$ cat config.mk
export PLATFORM = sky130hd
export DESIGN_NAME = pc_sequencer_flat
export DESIGN_NICKNAME = d
export VERILOG_FILES = /design/src/rtl/pc_sequencer_if.sv /design/src/rtl/pc_sequencer.sv /design/src/flat_wrapper.sv
export SDC_FILE = /design/constraint.sdc
export NUM_CORES = 1
export LEC_CHECK = 0
export BUFFER_PORTS_ARGS = -buffer_cell sky130_fd_sc_hd__buf_4
export CAP_MARGIN = 20
export CORE_UTILIZATION = 30
export DETAILED_ROUTE_END_ITERATION = 10
export PLACE_DENSITY = 0.6
export SYNTH_ARGS = -nofsm -noshare
export SYNTH_HDL_FRONTEND = slang
export SYNTH_SLANG_ARGS = --single-unit
$ cat constraint.sdc
create_clock -name clk -period 5.95 [get_ports clk]
set_input_delay 1.4875 -clock clk [delete_from_list [all_inputs] [get_ports clk]]
set_output_delay 1.4875 -clock clk [all_outputs]
set_load 0.01 [all_outputs]
$ cat src/rtl/pc_sequencer_if.sv
// Control/status bundle for pc_sequencer: run request, branch controls, PC and run status.
interface pc_sequencer_if #(
  parameter int PCW  = 8,
  parameter int CNTW = 16
);
  logic            start;
  logic [PCW-1:0]  start_pc;
  logic [PCW-1:0]  end_pc;
  logic            stall;
  logic            branch_en;
  logic            branch_rel;
  logic [PCW-1:0]  branch_target;
  logic [PCW-1:0]  pc;
  logic            pc_valid;
  logic            busy;
  logic            halted;
  logic            done;
  logic [CNTW-1:0] cycle_count;

  modport master (
    output start, start_pc, end_pc, stall, branch_en, branch_rel, branch_target,
    input  pc, pc_valid, busy, halted, done, cycle_count
  );

  modport slave (
    input  start, start_pc, end_pc, stall, branch_en, branch_rel, branch_target,
    output pc, pc_valid, busy, halted, done, cycle_count
  );
endinterface

$ cat src/rtl/pc_sequencer.sv
// Program-counter sequencer: runs from start_pc to end_pc with stall, relative/absolute
// branches and a saturating run-cycle counter; IDLE -> RUN -> HALT.
module pc_sequencer #(
  parameter int PCW  = 8,
  parameter int CNTW = 16
) (
  input  logic           clk,
  input  logic           rst_n,
  pc_sequencer_if.slave  bus
);

  typedef enum logic [1:0] {IDLE, RUN, HALT} state_t;

  state_t          state_q;
  logic [PCW-1:0]  pc_q;
  logic [PCW-1:0]  end_q;
  logic [CNTW-1:0] cnt_q;
  logic            done_q;

  logic [PCW-1:0]  pc_d;
  logic [CNTW-1:0] cnt_d;

  // Non-stall, non-end PC successor; relative offsets wrap modulo 2^PCW.
  always_comb begin
    pc_d = pc_q + 1'b1;
    if (bus.branch_en) begin
      pc_d = bus.branch_rel ? (pc_q + bus.branch_target) : bus.branch_target;
    end
    cnt_d = (cnt_q == '1) ? cnt_q : cnt_q + 1'b1;
  end

  always_ff @(posedge clk or negedge rst_n) begin
    if (!rst_n) begin
      state_q <= IDLE;
      pc_q    <= '0;
      end_q   <= '0;
      cnt_q   <= '0;
      done_q  <= 1'b0;
    end else begin
      done_q <= 1'b0;
      case (state_q)
        IDLE, HALT: begin
          if (bus.start) begin
            state_q <= RUN;
            pc_q    <= bus.start_pc;
            end_q   <= bus.end_pc;
            cnt_q   <= '0;
          end
        end
        RUN: begin
          cnt_q <= cnt_d;
          if (!bus.stall) begin
            if (pc_q == end_q) begin
              state_q <= HALT;
              done_q  <= 1'b1;
            end else begin
              pc_q <= pc_d;
            end
          end
        end
        default: state_q <= IDLE;
      endcase
    end
  end

  assign bus.pc          = pc_q;
  assign bus.busy        = (state_q == RUN);
  assign bus.halted      = (state_q == HALT);
  assign bus.pc_valid    = (state_q == RUN) && !bus.stall;
  assign bus.done        = done_q;
  assign bus.cycle_count = cnt_q;

endmodule

$ cat src/flat_wrapper.sv
// flat-port wrapper written by rule: the top's interface ports become plain ports
module pc_sequencer_flat 
#(
  parameter int PCW  = 8,
  parameter int CNTW = 16
)
  (clk, rst_n, bus_start, bus_start_pc, bus_end_pc, bus_stall, bus_branch_en, bus_branch_rel, bus_branch_target, bus_pc, bus_pc_valid, bus_busy, bus_halted, bus_done, bus_cycle_count);
  pc_sequencer_if #(.PCW(PCW), .CNTW(CNTW)) bus_i ();
  input  logic clk;
  input  logic rst_n;
  input wire logic [$bits(bus_i.start)-1:0] bus_start;
  input wire logic [$bits(bus_i.start_pc)-1:0] bus_start_pc;
  input wire logic [$bits(bus_i.end_pc)-1:0] bus_end_pc;
  input wire logic [$bits(bus_i.stall)-1:0] bus_stall;
  input wire logic [$bits(bus_i.branch_en)-1:0] bus_branch_en;
  input wire logic [$bits(bus_i.branch_rel)-1:0] bus_branch_rel;
  input wire logic [$bits(bus_i.branch_target)-1:0] bus_branch_target;
  output wire logic [$bits(bus_i.pc)-1:0] bus_pc;
  output wire logic [$bits(bus_i.pc_valid)-1:0] bus_pc_valid;
  output wire logic [$bits(bus_i.busy)-1:0] bus_busy;
  output wire logic [$bits(bus_i.halted)-1:0] bus_halted;
  output wire logic [$bits(bus_i.done)-1:0] bus_done;
  output wire logic [$bits(bus_i.cycle_count)-1:0] bus_cycle_count;
  assign bus_i.start = bus_start;
  assign bus_i.start_pc = bus_start_pc;
  assign bus_i.end_pc = bus_end_pc;
  assign bus_i.stall = bus_stall;
  assign bus_i.branch_en = bus_branch_en;
  assign bus_i.branch_rel = bus_branch_rel;
  assign bus_i.branch_target = bus_branch_target;
  assign bus_pc = bus_i.pc;
  assign bus_pc_valid = bus_i.pc_valid;
  assign bus_busy = bus_i.busy;
  assign bus_halted = bus_i.halted;
  assign bus_done = bus_i.done;
  assign bus_cycle_count = bus_i.cycle_count;
  pc_sequencer #(.PCW(PCW), .CNTW(CNTW)) u_core (.clk(clk), .rst_n(rst_n), .bus(bus_i));
endmodule
==> Word level (Yosys, flattened, before mapping) <==
Index checks and enable logic that the tools add are counted.
{ "totals": {"ram_bits": 0, "romBits": 0, "wordCells": 42, "regBits": 35, "n_memories": 0, "latchBits": 0, "out_inout_bits": 28} }
{ "op_classes": {"eq_ne": 9, "multipliers": 0, "shifts": 0, "n_bitwise": 0, "div_mod_pow": 0, "reduce_logical": 9, "n_mux": 16, "order_cmp": 0, "addsub": 3} }
{ "op_table": {"columns": ["op", "count"], "rows": [
  ["$mux 8", 5],
  ["$mux 16", 2],
  ["$pmux 16 s2", 1],
  ["$add 16x1->16 const B", 1],
  ["$eq 16x16->1 const B", 1],
  ["$pmux 8 s2", 1],
  ["$add 8x1->8 const B", 1],
  ["$add 8x8->8", 1],
  ["$eq 8x8->1", 1],
  ["$ne 2x2->1 const B", 4],
  ["$mux 2", 3],
  ["$reduce_and 3->1", 2],
  ["$pmux 2 s2", 1],
  ["$reduce_and 4->1", 1],
  ["$mux 1", 3],
  ["$eq 2x1->1 const B", 1],
  ["$eq 2x2->1 const B", 1],
  ["$logic_not 2->1", 1],
  ["$ne 2x1->1 const B", 1],
  ["$reduce_and 2->1", 1],
  ["$reduce_bool 2->1", 1],
  ["$reduce_or 2->1", 1],
  ["$logic_and 1x1->1", 1],
  ["$logic_not 1->1", 1]
]} }

==> Longest topological paths before layout <==
Gate-level depths: netlist of the first run.
{ "logic_depth": {"depth_word": 6, "mapped_depth": 9, "depth_no_buf": 9} }

==> Worst setup path after synthesis of the first run <==
Ideal clock, no wire load.
{ "synth_path": {"path_type": "input-to-output", "from": "in bus_stall", "to": "out bus_pc_valid", "required_time_ns": 4.463, "t_arrival_ns": 1.749, "path_slack_ns": 2.713, "path_stages": 1, "path_cell_list": "nor2_1"} }
{ "synth_between": {"elab_chain_len": 2} }
{ "synth_lines": {"columns": ["element", "line", "source"], "rows": [
  ["start: declaration", "flat_wrapper.sv:14", "input wire logic [$bits(bus_i.stall)-1:0] bus_stall;"],
  ["$logic_not 1->1", null, null],
  ["$logic_and 1x1->1", "pc_sequencer.sv:69", "assign bus.pc_valid = (state_q == RUN) && !bus.stall;"],
  ["end: declaration", "flat_wrapper.sv:19", "output wire logic [$bits(bus_i.pc_valid)-1:0] bus_pc_valid;"]
]} }
Every way passes these cells.

==> Worst setup path after layout of the first run <==
{ "layout_path": {"from": "reg u_core.state_q[0]", "to": "out bus_busy"} }
{ "layout_between": {"elab_chain_len": 1} }
{ "layout_lines": {"columns": ["element", "line", "source"], "rows": [
  ["start: declaration", "pc_sequencer.sv:14", "state_t state_q;"],
  ["start signal: assignment", "pc_sequencer.sv:34", "state_q <= IDLE;"],
  ["start signal: assignment", "pc_sequencer.sv:44", "state_q <= RUN;"],
  ["start signal: assignment", "pc_sequencer.sv:54", "state_q <= HALT;"],
  ["$eq 2x1->1", "pc_sequencer.sv:67", "assign bus.busy = (state_q == RUN);"],
  ["end: declaration", "flat_wrapper.sv:20", "output wire logic [$bits(bus_i.busy)-1:0] bus_busy;"]
]} }
Every way passes these cells.

==> results of run 1 <==
[worst paths after layout]
path / startpoint / end / slack, ps / cells after the start
setup / recovery: u_core.state_q[0]$_DFFE_PN0P_ / bus_busy / 2400 / 3
hold / removal: u_core.end_q[6]$_DFFE_PN0P_ / u_core.end_q[6]$_DFFE_PN0P_ / 500 / 2
setup reg to reg: u_core.bus.pc[2]$_DFFE_PN0P_ / u_core.bus.pc[7]$_DFFE_PN0P_ / 3590 / 7
hold reg to reg: u_core.end_q[6]$_DFFE_PN0P_ / u_core.end_q[6]$_DFFE_PN0P_ / 500 / 2
max in group asynchronous: rst_n / u_core.bus.pc[4]$_DFFE_PN0P_ / 4490 / 1
min in group asynchronous: rst_n / u_core.bus.cycle_count[1]$_DFFE_PN0P_ / 1140 / 1
[cell families (layout without fill, tap and decap cells)]
kind of cell	after synthesis	in the layout
and+or+nand+nor	109	109
AOI/OAI and AO/OA	53	53
DFF	35	35
xor gates and xnor gates	30	30
buffers and inverters	19	76
adders and majority gates	10	10
muxes	4	4
[final cells by class]
cell class                      count  share of cell area, %
Sequential cell                    35                   30.5
Clock buffer                        8                   3.48
Multi-Input combinational cell    206                   45.3
Tap cell                           99                   4.31
Inverter                           10                   1.31
Timing Repair Buffer               58                   15.2
[per-stage QoR]
stage | total power [W] | worst slack (ps) | utilization, % | instances | hold WS [ps]
CTS | 0.00134 | 2420 | 39.6 | 416 | 507
floorplan | 0.000916 | 2710 | - | 260 | 465
finish | 0.00133 | 2400 | 39.6 | 416 | 500
detailed placement | 0.00115 | 2450 | 38.2 | 408 | 490
global placement | 0.00113 | 2490 | 38.2 | 408 | 480
global route | 0.00145 | 2240 | 39.6 | 416 | 534
[power by group]
part,switching [W],leakage (nW),internal [W]
registers,0.000129,0.438,0.000327
clock network,0.0000856,0.0515,0.000106
logic,0.000353,0.887,0.000328
total,0.000567,1.38,0.000761
[cells in the final DEF, fill, tap and decap left out, drive strengths merged, types with 6 or more instances in the layout]
cell type,n
a21oi,17
buf,58
clkbuf,8
dfrtp,35
ha,9
inv,9
nand2,48
nand3,9
nand4,6
nor2,24
o21ai,11
xnor2,9
xor2,21
[cell usage after synthesis (all sizes together) (4+ instances only)]
cell type,number
nand2,48
dfrtp,35
nor2,24
xor2,21
a21oi,17
o21ai,11
ha,9
inv,9
nand3,9
xnor2,9
nand4,6
and3,5
clkbuf,5
o211ai,5
buf,4
mux2i,4
[routing by layer]
| metal | vias up | share of wire (%) | GRT usage (%) |
|---|---|---|---|
| met1 | 960 | 49 | 20.4 |
| met5 | - | 0 | 0 |
| met3 | 9 | 3.1 | 3.45 |
| li1 | 1010 | - | - |
| met4 | 0 | 1.2 | 3.81 |
| met2 | 31 | 47 | 23.6 |
[worst reg2reg max path, stage by stage, from the launching register on]
cell and delay [ps]:
dfrtp_1 490, ha_1 400, a21oi_1 310, a211oi_2 120, or3_1 340, and3_1 180, xnor2_1 130, o41ai_1 280
[flip-flops by register name, summed over array words and instances, names as in the netlist]
name,count
u_core.bus.pc,8
u_core.bus.done,1
u_core.state_q,2
u_core.bus.cycle_count,16
u_core.end_q,8
==> flow_metrics.env, run 1 <==
export IMPL_grt_util_all_layers_pct=14.9
export IMPL_critical_path_top_delay_family="buffers and inverters"
export IMPL_setup_viol=0
export IMPL_clock_root_buffer="clkbuf_8"
export IMPL_sink_count_of_the_clock_tree=35
export IMPL_endpoint_kind="output port"
export IMPL_drt_wirelength_per_cell_um=13.3
export IMPL_multiInputGateArea_mm2=0.00130
export IMPL_tns_ps=0
export IMPL_vias_in_the_first_global_route=1921
export IMPL_slowest_stage_cell_on_the_critical_path="nand2b_1"
export IMPL_grt_start_max_net_pins=36
export IMPL_grt_first_pass_wirelength_mm=9.07
export IMPL_register_cell_area_after_layout_um2=876
export IMPL_synthSimpleGateAreaFrac_pct=22.8
export IMPL_critical_path_max_fanout=19
export IMPL_post_synth_xor_area_fraction_pct=11.6
export IMPL_crit_path_max_incr_delay_ps=570
export IMPL_design_die_area_mm2=0.00788
export IMPL_final_max_slew_viol_count=0
export IMPL_critical_path_arrival_ps=2060
export IMPL_grt_setup_unrepaired="no"
export IMPL_yosys_area_top_type_share_pct=38.8
export IMPL_fillCellCount=780
export IMPL_finClkSkew_ps=4.11
export IMPL_finalWeightedCongestion=0.773
export IMPL_synth_adder_area_share_pct=5.87
export IMPL_synth_area_leader_cell="dfrtp_1"
export IMPL_synth_compound_area_share_pct=15.5
export IMPL_final_nets=356
export IMPL_antennaDiodeCount=0
export IMPL_timing_final_hold_violations=0
export IMPL_dominant_combinational_cell_family_by_area_after_synthesis="simple AND/OR/NAND/NOR gates"
export IMPL_holdBufCountCts=0
export IMPL_synth_mux_area_fraction_pct=1.77
export IMPL_synth_cells=260
export IMPL_worst_hold_path_type="register to register"
export IMPL_measured_slew_at_the_worst_slew_check_pin_ps=788
export IMPL_fmaxAchievable_mhz=282
export IMPL_synth_edff_count=0
export IMPL_synth_top_cells_by_area="dfrtp_1, xor2_1, nand2_1"
export IMPL_period_share_pct=59.7
export IMPL_power_density_mw_per_mm2=462
export IMPL_vias=2010
export IMPL_drv_cap=0
export IMPL_tritoncts="yes"
export IMPL_cts_resized=0
export IMPL_min_period_ps=3550
export IMPL_placementRows=31
export IMPL_dp_hpwl_mm=4.09
export IMPL_critical_path_class="register to output port"
export IMPL_drt_pass1_iter_count=4
export IMPL_mappedNetlistNets=300
export IMPL_vdd_drop_max_v=0.000105
export IMPL_worstSetupStartpointType="register"
export IMPL_synth_cell_type_count=44
export IMPL_io_pins=58
export IMPL_detailedRoute_firstIterationViolations=93
export IMPL_worst_path_buf_inv=2
export IMPL_die_y_um=88.8
export IMPL_synth_ff_latch_count=35
export IMPL_path_clk_slew_ps=70
export IMPL_io_buffer_count=57
export IMPL_drcViolationCount=0
export IMPL_area_of_placed_instances_mm2=0.00277
export IMPL_totalWireLength_mm=5.55
export IMPL_area_growth_pct=27.2
export IMPL_critical_path_cell_chain="nand2b_1 > clkinv_1 > buf_4"
export IMPL_slew_headroom_pct=47.4
export IMPL_core_area_mm2=0.00725
export IMPL_status="completed"
export IMPL_yosysWarnings=0
export IMPL_post_cts_buffers=0
export IMPL_final_layout_size_suffix_gt1_share_pct=22.1
export IMPL_initial_cell_density_of_the_core_pct=31.1
export IMPL_grt_overflow=0
export IMPL_finalInstanceArea_mm2=0.00287
export IMPL_clock_tree_htree_level_count=2
export IMPL_postSynthAreaPerCell_um2=8.69
export IMPL_proportion_of_synthesized_flip_flops_having_asynchronous_set_or_reset_pct=100
export IMPL_antenna_found_initial=0
export IMPL_die_w_um=88.8
export IMPL_mappedNetlistArea_mm2=0.00226
export IMPL_cts_buffer_depth=2
export IMPL_cts_buffers_inserted=5
export IMPL_ys_dominant_reg_cell="dfrtp_1"
export IMPL_route_detailed_vias_per_inst=4.83
export IMPL_cp_required_ps=4460
export IMPL_clk_insertion_delay_late_ps=290
export IMPL_leakage_nw=1.38
export IMPL_postRouteAntennaNets=0
export IMPL_ys_seq_area_share_pct=38.8
Power figures use the tool's default switching activity.
==> inputs of run 2 (changes only) <==
--- a/config.mk
+++ b/config.mk
@@ -5,11 +5,12 @@
 export SDC_FILE = /design/constraint.sdc
 export NUM_CORES = 1
 export LEC_CHECK = 0
+export ABC_AREA = 1
 export BUFFER_PORTS_ARGS = -buffer_cell sky130_fd_sc_hd__buf_4
 export CAP_MARGIN = 20
 export CORE_UTILIZATION = 30
 export DETAILED_ROUTE_END_ITERATION = 10
-export PLACE_DENSITY = 0.6
+export PLACE_DENSITY = 0.61
 export SYNTH_ARGS = -nofsm -noshare
 export SYNTH_HDL_FRONTEND = slang
 export SYNTH_SLANG_ARGS = --single-unit
==> constraint.sdc (replaced) <==
create_clock -name clk -period 3.25 [get_ports clk]
set_input_delay 0.8125 -clock clk [delete_from_list [all_inputs] [get_ports clk]]
set_output_delay 0.8125 -clock clk [all_outputs]
set_load 0.01 [all_outputs]
==> run 2 against run 1 <==
Against the previous run: global-route usage is 1.1 points higher; first-iteration DRC count up 18%; register-to-register slack worse by 2400 ps; area after synthesis grew 16%; die area increased by 16%; critical path depth is 1 higher; clock-buffer cell count fell by 2; critical path type unchanged; critical endpoint unchanged; largest cell class unchanged; largest power group unchanged; highest routed layer unchanged.
==> flow_metrics.env, run 2 <==
export IMPL_cts_buffer_depth=2
export IMPL_layout_setup_ws_ps=1110
export IMPL_drt_wirelength_per_cell_um=12.8
export IMPL_clock_tree_htree_level_count=2
export IMPL_detailedRoute_firstIterationViolations=110
export IMPL_core_area_mm2=0.00834
export IMPL_top_library_cells_by_usage_in_the_layout_fill_and_taps_aside="nand2_1, buf_4, nor2_1"
export IMPL_drt_pass1_iter_count=5
export IMPL_totalWireLength_mm=6.84
export IMPL_worstSetupStartpointType="register"
export IMPL_clock_root_buffer="clkbuf_8"
export IMPL_leakage_nw=1.63
export IMPL_postSynthAreaPerCell_um2=7.06
export IMPL_setup_viol=0
export IMPL_holdBufCountCts=0
export IMPL_critical_path_arrival_ps=1330
export IMPL_fillCellCount=897
export IMPL_timing_final_hold_violations=0
export IMPL_finish_cell_count_without_fillers=535
export IMPL_synth_top_cells_by_area="dfrtp_1, nand2_1, nand3_1"
export IMPL_finalWeightedCongestion=0.875
export IMPL_critical_path_cell_chain="inv_1 > nor2_4 > buf_4 > buf_4"
export IMPL_grt_setup_unrepaired="no"
export IMPL_dp_hpwl_mm=5.06
export IMPL_post_cts_buffers=0
export IMPL_synth_ff_latch_count=35
export IMPL_cp_required_ps=2440
export IMPL_grt_start_max_net_pins=36
export IMPL_slowest_stage_cell_on_the_critical_path="dfrtp_1"
export IMPL_die_y_um=95.4
export IMPL_mappedNetlistNets=411
export IMPL_drcViolationCount=0
export IMPL_multiInputGateArea_mm2=0.00154
export IMPL_post_place_ws_ps=959
export IMPL_min_period_ps=2140
export IMPL_antenna_found_initial=0
export IMPL_initial_cell_density_of_the_core_pct=31.4
export IMPL_drv_cap=0
export IMPL_slew_headroom_pct=66.7
export IMPL_synth_area_leader_cell="dfrtp_1"
export IMPL_placementRows=33
export IMPL_path_clk_slew_ps=70
export IMPL_measured_slew_at_the_worst_slew_check_pin_ps=499
export IMPL_largest_register_ff_count=16
export IMPL_grt_first_pass_wirelength_mm=11.3
export IMPL_finClkSkew_ps=6.99
export IMPL_grt_overflow=0
export IMPL_fmaxAchievable_mhz=467
export IMPL_design_die_area_mm2=0.00910
export IMPL_mappedNetlistArea_mm2=0.00262
export IMPL_placedCellCount=528
export IMPL_cts_buffers_inserted=5
export IMPL_io_buffer_count=57
export IMPL_register_cell_area_after_layout_um2=876
export IMPL_critical_path_top_cell_by_count="buf_4"
export IMPL_ys_dominant_reg_cell="dfrtp_1"
export IMPL_cts_resized=0
export IMPL_yosysWarnings=0
export IMPL_layout_cells_most_common="nand2_1"
export IMPL_die_w_um=95.4
export IMPL_vias_in_the_first_global_route=2403
export IMPL_synth_cell_type_count=35
export IMPL_power_density_mw_per_mm2=778
export IMPL_sink_count_of_the_clock_tree=35
export IMPL_vias=2593
export IMPL_clk_insertion_delay_late_ps=280
export IMPL_crit_path_max_incr_delay_ps=370
export IMPL_grt_util_all_layers_pct=16.0
export IMPL_area_growth_pct=23.5
export IMPL_final_max_slew_viol_count=0
export IMPL_critical_path_max_fanout=24
export IMPL_worst_hold_path_type="primary input to async pin"
export IMPL_io_pins=58
export IMPL_ys_seq_area_share_pct=33.5
export IMPL_antennaDiodeCount=0
export IMPL_post_synth_most_frequent_cells="nand2_1, nor2_1, inv_1"
export IMPL_yosys_area_top_type_share_pct=33.5
export IMPL_tns_ps=0
export IMPL_endpoint_kind="output port"
export IMPL_proportion_of_synthesized_flip_flops_having_asynchronous_set_or_reset_pct=100
export IMPL_period_share_pct=65.9
export IMPL_final_layout_size_suffix_gt1_share_pct=23.7
export IMPL_vdd_drop_max_v=0.000297
export IMPL_most_frequent_cell_after_synthesis="nand2_1"
export IMPL_status="completed"
export IMPL_tritoncts="yes"
export IMPL_synth_edff_count=0
export IMPL_route_detailed_vias_per_inst=4.85
export IMPL_critical_path_class="register to output port"
export IMPL_postRouteAntennaNets=0
export IMPL_synth_cells=371
export IMPL_final_nets=470
## run 2: cell count changes in the layout (fill, tap and decap cells not counted), sizes merged, moves of 5 or more
| cell | change |
|---|---|
| nand2 | +64 |
| inv | +32 |
| nand3 | +25 |
| nor2 | +21 |
| o21ai | +14 |
| xor2 | -14 |
| or2 | +7 |
| mux2 | +6 |
| and3 | -5 |
## run 2: worst paths after layout
check / from / to / slack (ps) / cells past startpoint
min in group clk: u_core.end_q[2]$_DFFE_PN0P_ / u_core.end_q[2]$_DFFE_PN0P_ / 530 / 1
worst max register to register: u_core.bus.pc[0]$_DFFE_PN0P_ / u_core.bus.pc[6]$_DFFE_PN0P_ / 1210 / 13
max in group asynchronous: rst_n / u_core.end_q[5]$_DFFE_PN0P_ / 2450 / 1
worst min-delay path: rst_n / u_core.bus.cycle_count[4]$_DFFE_PN0P_ / 470 / 1
worst max-delay path: u_core.state_q[0]$_DFFE_PN0P_ / bus_busy / 1110 / 4
worst min register to register: u_core.end_q[2]$_DFFE_PN0P_ / u_core.end_q[2]$_DFFE_PN0P_ / 530 / 1
## run 2: metal layers
| metal | vias to the layer above | global-route usage (%) | routed length (um) |
|---|---|---|---|
| met1 | 1222 | 21.7 | 3140 |
| met4 | 0 | 4.85 | 100 |
| li1 | 1310 | - | - |
| met2 | 52 | 25.9 | 3350 |
| met5 | - | 0 | 0 |
| met3 | 9 | 2.55 | 254 |
## run 2: critical path: cells and delay by family, from the launching register on
kind                   cells  cell delay [ps]
buffers and inverters      3              590
flip-flops                 1              370
AND/OR/NAND/NOR            1               90
## run 2: power by group
part | internal [W] | switching (W) | total [W]
Sequential | 0.000598 | 0.000261 | 0.000859
Clock | 0.000166 | 0.000154 | 0.000320
Combinational | 0.000598 | 0.000737 | 0.00133
Total | 0.00136 | 0.00115 | 0.00251
## run 2: logic make-up (layout without fill, tap and decap cells)
family / after synthesis / after routing / share of synthesized area (%)
AO/OA/AOI/OAI: 42 / 42 / 9.46
buffers and inverters: 49 / 108 / 7.79
AND/OR/NAND/NOR: 214 / 214 / 36.6
flip-flops: 35 / 35 / 33.5
XOR/XNOR: 15 / 15 / 5.02
adder cells (fa/ha/maj): 10 / 10 / 5.07
multiplexers: 6 / 6 / 2.58
## run 2: layout make-up
type                    count  area share, %
multi-input cells         287           47.6
clock buffers               6           2.55
inverters                  42           4.88
well taps                 105           4.06
flip-flops and latches     35           27.1
repair buffers             59           13.7
clock inverters             1          0.155
## run 2: stage by stage
stage | instance area, um^2 | hold slack (ps) | utilization (%) | power [W]
after floorplan | 2620 | 501 | - | 0.00175
after global placement | 3150 | 516 | 37.7 | 0.00217
after detailed placement | 3150 | 520 | 37.7 | 0.00221
after CTS | 3230 | 487 | 38.8 | 0.00254
after global routing | 3230 | 503 | 38.8 | 0.00277
final | 3230 | 474 | 38.8 | 0.00251
